## config.mk

```make
export PLATFORM = sky130hd
export DESIGN_NAME = softmax_feeder
export DESIGN_NICKNAME = d
export VERILOG_FILES = /design/src/rtl/softmax_feeder.sv
export SDC_FILE = /design/constraint.sdc
export NUM_CORES = 1
export LEC_CHECK = 0
export ABC_AREA = 0
export BUFFER_PORTS_ARGS = -buffer_cell sky130_fd_sc_hd__buf_2
export CORE_MARGIN = 2
export CORE_UTILIZATION = 40
export DETAILED_ROUTE_END_ITERATION = 10
export GPL_TIMING_DRIVEN = 0
export PLACE_DENSITY_LB_ADDON = 0.1
export SETUP_SLACK_MARGIN = 0.05
export SLEW_MARGIN = 10
export SYNTH_ARGS = -nofsm -noshare
export SYNTH_HDL_FRONTEND = slang
export SYNTH_SLANG_ARGS = --single-unit
```

## constraint.sdc

```tcl
create_clock -name Clock -period 6.5 [get_ports Clock]
set_input_delay 1.3 -clock Clock [delete_from_list [all_inputs] [get_ports Clock]]
set_output_delay 1.3 -clock Clock [all_outputs]
set_load 0.02 [all_outputs]
```

## src/rtl/softmax_feeder.sv

```systemverilog
// softmax_feeder: collects a frame of logits, then replays it to the softmax core with Start/Datain timing
module softmax_feeder #(
  parameter int DATA_W  = 32,
  parameter int DEPTH   = 4,
  parameter int CNT_W   = 3,
  parameter int TIMEOUT = 1024
) (
  input  logic              Clock,
  input  logic              Reset,
  input  logic              InValid,
  output logic              InReady,
  input  logic [DATA_W-1:0] InData,
  input  logic              InLast,
  output logic              Start,
  output logic [DATA_W-1:0] Datain,
  output logic [CNT_W-1:0]  N,
  input  logic              Done,
  output logic              Busy,
  output logic              Drop,
  output logic              Timeout
);
  localparam int IW = (DEPTH > 1) ? $clog2(DEPTH) : 1;
  localparam int WW = $clog2(TIMEOUT + 1);
  typedef enum logic [1:0] {COLLECT, START, STREAM, WAIT_DONE} state_t;
  state_t              state_q;
  logic [DATA_W-1:0]   mem_q [DEPTH];
  logic [DATA_W-1:0]   data_q;
  logic [CNT_W-1:0]    cnt_q, idx_q, n_q, idx_nxt;
  logic [WW-1:0]       wd_q;
  logic                ready_q, start_q, busy_q, drop_q, timeout_q;
  logic                xfer, room;
  assign InReady = ready_q;
  assign Start   = start_q;
  assign Datain  = data_q;
  assign N       = n_q;
  assign Busy    = busy_q;
  assign Drop    = drop_q;
  assign Timeout = timeout_q;
  // Transfer qualification, room check and the next replay index.
  always_comb begin
    xfer    = InValid & ready_q & (state_q == COLLECT);
    room    = cnt_q < CNT_W'(DEPTH);
    idx_nxt = idx_q + 1'b1;
  end
  // Frame buffer: contents need no reset, only words that fit are written.
  always_ff @(posedge Clock) begin
    if (xfer && room) mem_q[cnt_q[IW-1:0]] <= InData;
  end
  // Sequencer: collect, pulse Start, replay one word per cycle, then wait for Done or the watchdog.
  always_ff @(posedge Clock or negedge Reset) begin
    if (!Reset) begin
      state_q   <= COLLECT;
      data_q    <= '0;
      cnt_q     <= '0;
      idx_q     <= '0;
      n_q       <= '0;
      wd_q      <= '0;
      ready_q   <= 1'b1;
      start_q   <= 1'b0;
      busy_q    <= 1'b0;
      drop_q    <= 1'b0;
      timeout_q <= 1'b0;
    end else begin
      start_q   <= 1'b0;
      drop_q    <= 1'b0;
      timeout_q <= 1'b0;
      case (state_q)
        COLLECT: if (xfer) begin
          if (room) cnt_q <= cnt_q + 1'b1;
          else drop_q <= 1'b1;
          if (InLast) begin
            n_q     <= room ? cnt_q : cnt_q - 1'b1;
            state_q <= START;
            start_q <= 1'b1;
            ready_q <= 1'b0;
            busy_q  <= 1'b1;
          end
        end
        START: begin
          data_q  <= mem_q[0];
          idx_q   <= '0;
          state_q <= STREAM;
        end
        STREAM: if (idx_q == n_q) begin
          state_q <= WAIT_DONE;
          wd_q    <= '0;
        end else begin
          idx_q  <= idx_nxt;
          data_q <= mem_q[idx_nxt[IW-1:0]];
        end
        WAIT_DONE: if (Done || wd_q == WW'(TIMEOUT - 1)) begin
          timeout_q <= !Done;
          state_q   <= COLLECT;
          cnt_q     <= '0;
          wd_q      <= '0;
          ready_q   <= 1'b1;
          busy_q    <= 1'b0;
        end else begin
          wd_q <= wd_q + 1'b1;
        end
        default: state_q <= COLLECT;
      endcase
    end
  end
endmodule

```

==> flow_summary.json <==
{
  "synth_area_leaders": "edfxtp_1, dfrtp_1, mux2i_1, a2bb2oi_1, o22ai_1",
  "die_h_um": 141.3,
  "grt_pass1_vias": 4430,
  "rsz0062_at_grt": "no",
  "grt_pass1_wl_mm": 24.65,
  "grt_usage": 0.1657,
  "period_share": 0.3912,
  "synth_fp_nets": 549,
  "ir_drop_uv": 248.8,
  "cts_resized": 0,
  "dieWidth_um": 141.3,
  "post-route-drc-count": 0,
  "crit_arrival_ns": 2.68,
  "ys.flop_type": "edfxtp_1",
  "drive_above_1_share": 0.2134,
  "start_kind": "primary input",
  "p_per_area_mw_per_mm2": 464.9,
  "clk_pin_slew_ns": 0.08,
  "synth_enable_flop_cells": 128,
  "p_leak_nw": 3.652,
  "max_freq_ghz": 0.3933,
  "seq_area_mm2": 0.005321,
  "layout_common_cells": "edfxtp_1, buf_2, mux2i_1, dfrtp_1, inv_1",
  "fin_setup_tns_ns": 0,
  "syn_inst": 502,
  "clock_skew_ns": 0.01363,
  "multiInputGateArea_mm2": 0.001937,
  "syn_area_mm2": 0.007537,
  "wire_per_inst_um": 18.64,
  "endpoint_kind": "flop",
  "cts_made_buffers": 17,
  "io_pins": 77,
  "dp_hpwl_mm": 10.09,
  "ctsHoldBuffers": 0,
  "area_delta_synth_final_pct": 18.04,
  "max-cap-violations": 0,
  "yosysTopAreaCell": "edfxtp_1",
  "final-max-slew-violation-count": 0,
  "layout_commonest_cell": "edfxtp_1",
  "yosysUniqueCellTypes": 46,
  "antenna_left": 0,
  "wirelength_mm": 15.83,
  "antenna_found_initial": 0,
  "start_util": 0.4057,
  "cts.sinks": 187,
  "crit_fanout": 20,
  "fin_crit_ns": 2.543,
  "hold_viol": 0,
  "vias": 4388,
  "clkLatencyLatePin_ns": 0.44,
  "root_buffer": "clkbuf_16",
  "layout.nets": 648,
  "cts_setup_buffers": 0,
  "relSlewSlack": 0.4481,
  "clock_path_buffers": 2,
  "status": "completed",
  "postLayoutSetupSlackWorst_ns": 3.957,
  "synth-async-reset-ratio": 0.3155,
  "vias_per_cell": 5.168,
  "final_cells": 849,
  "hp-class": "reg2reg",
  "nFillCells": 1625,
  "max_slew.worst_pin.slew_ns": 0.8279,
  "htreeDepth": 4,
  "portBuffers": 76,
  "overflow": 0,
  "setup_viol": 0,
  "criticalPathCategory": "in2reg",
  "avgSynthCellArea_um2": 15.01,
  "grt_max_degree": 60,
  "rows": 50,
  "die_area_mm2": 0.01996,
  "place_congestion": 0.7606,
  "first_pass_iters": 4,
  "required_ns": 6.64,
  "yosysSeqAreaShare": 0.7060,
  "cts_tree": "yes",
  "yosysTopAreaCellShare": 0.5100,
  "dp.cells": 816,
  "drt_iter0_markers": 236,
  "yosysWarnings": 0,
  "post-place-ws_ns": 3.479,
  "core_area_mm2": 0.01858,
  "ys_ff_latch": 187
}
per-stage QoR:
stage	power, mW	hold WS (ns)	util	instance area, um2
3_5_place_dp	3.154	0.4954	0.4466	8298
4_1_cts	4.207	0.5134	0.4787	8895
6_report	4.137	0.5064	0.4789	8897
2_1_floorplan	2.666	0.4765	-	7537
3_3_place_gp	3.121	0.4955	0.4419	8210
5_1_grt	4.388	0.5271	0.4787	8895
area by class of cell:
class                   count  area share
repair buffers             80     0.05203
diodes                      1   0.0002813
inverters                  43     0.01814
plain buffers              24     0.01378
flip-flops and latches    187      0.5981
multi-input cells         248      0.2177
well taps                 234     0.03291
clock buffers              17     0.04781
clock inverters            15     0.01927
cells in the mapped netlist (all sizes together) (2+ instances only):
library cell	instances
edfxtp	128
xor2	4
mux2i	66
a21boi	2
o21ai	13
nor2	13
a21o	2
a22oi	2
o31ai	5
and2	4
dfrtp	58
nand2	13
inv	42
nand2b	4
clkbuf	13
o2bb2ai	2
nand3	8
and4	2
o22ai	34
buf	11
nor3	3
ha	10
a2bb2oi	31
and3	4
o41ai	2
a22o	2
nand4	3
o41a	2
a21oi	7
critical path, cell delays in order:
cell and delay [ns]:
buf_2 0.09, nand3_1 0.09, nor2_1 0.43, and2_2 0.52
buf_12 0.24
where the power goes:
part | switching (mW) | total [mW] | internal [mW]
combinational | 0.932 | 1.54 | 0.604
clock | 0.490 | 1.04 | 0.552
sequential | 0.102 | 1.56 | 1.46
total | 1.52 | 4.14 | 2.61
layer usage:
metal,routed length [um],global-route usage
met1,7232,0.2096
met4,127,0.04895
met2,7904,0.2795
met5,0,0
met3,563,0.04691
cell families after synthesis:
family / synth area share
AOI/OAI and AO/OA: 0.1062
and+or+nand+nor: 0.03851
adders and majority gates: 0.01660
buffers and inverters: 0.03768
DFF: 0.7060
muxes: 0.08914
xor gates and xnor gates: 0.005810
state kept, by name (all words and copies together), names as in the netlist:
name and flops:
Start 1, idx_q 3, Datain 32, Drop 1
InReady 1, Timeout 1, mem_q 128, wd_q 11
state_q 2, Busy 1, cnt_q 3, N 3
worst paths after layout:
check,endpoint,slack (ns),from,cells past startpoint
max in group asynchronous,Datain[20],4.99,Reset,1
max reg2reg,Datain[6],4.00,idx_q[1],7
min reg2reg,Busy,0.51,Busy,1
min,Busy,0.51,Busy,1
min in group asynchronous,wd_q[8],0.97,Reset,1
max,mem_q[3][31],3.96,InValid,5
Power figures use the tool's default switching activity.
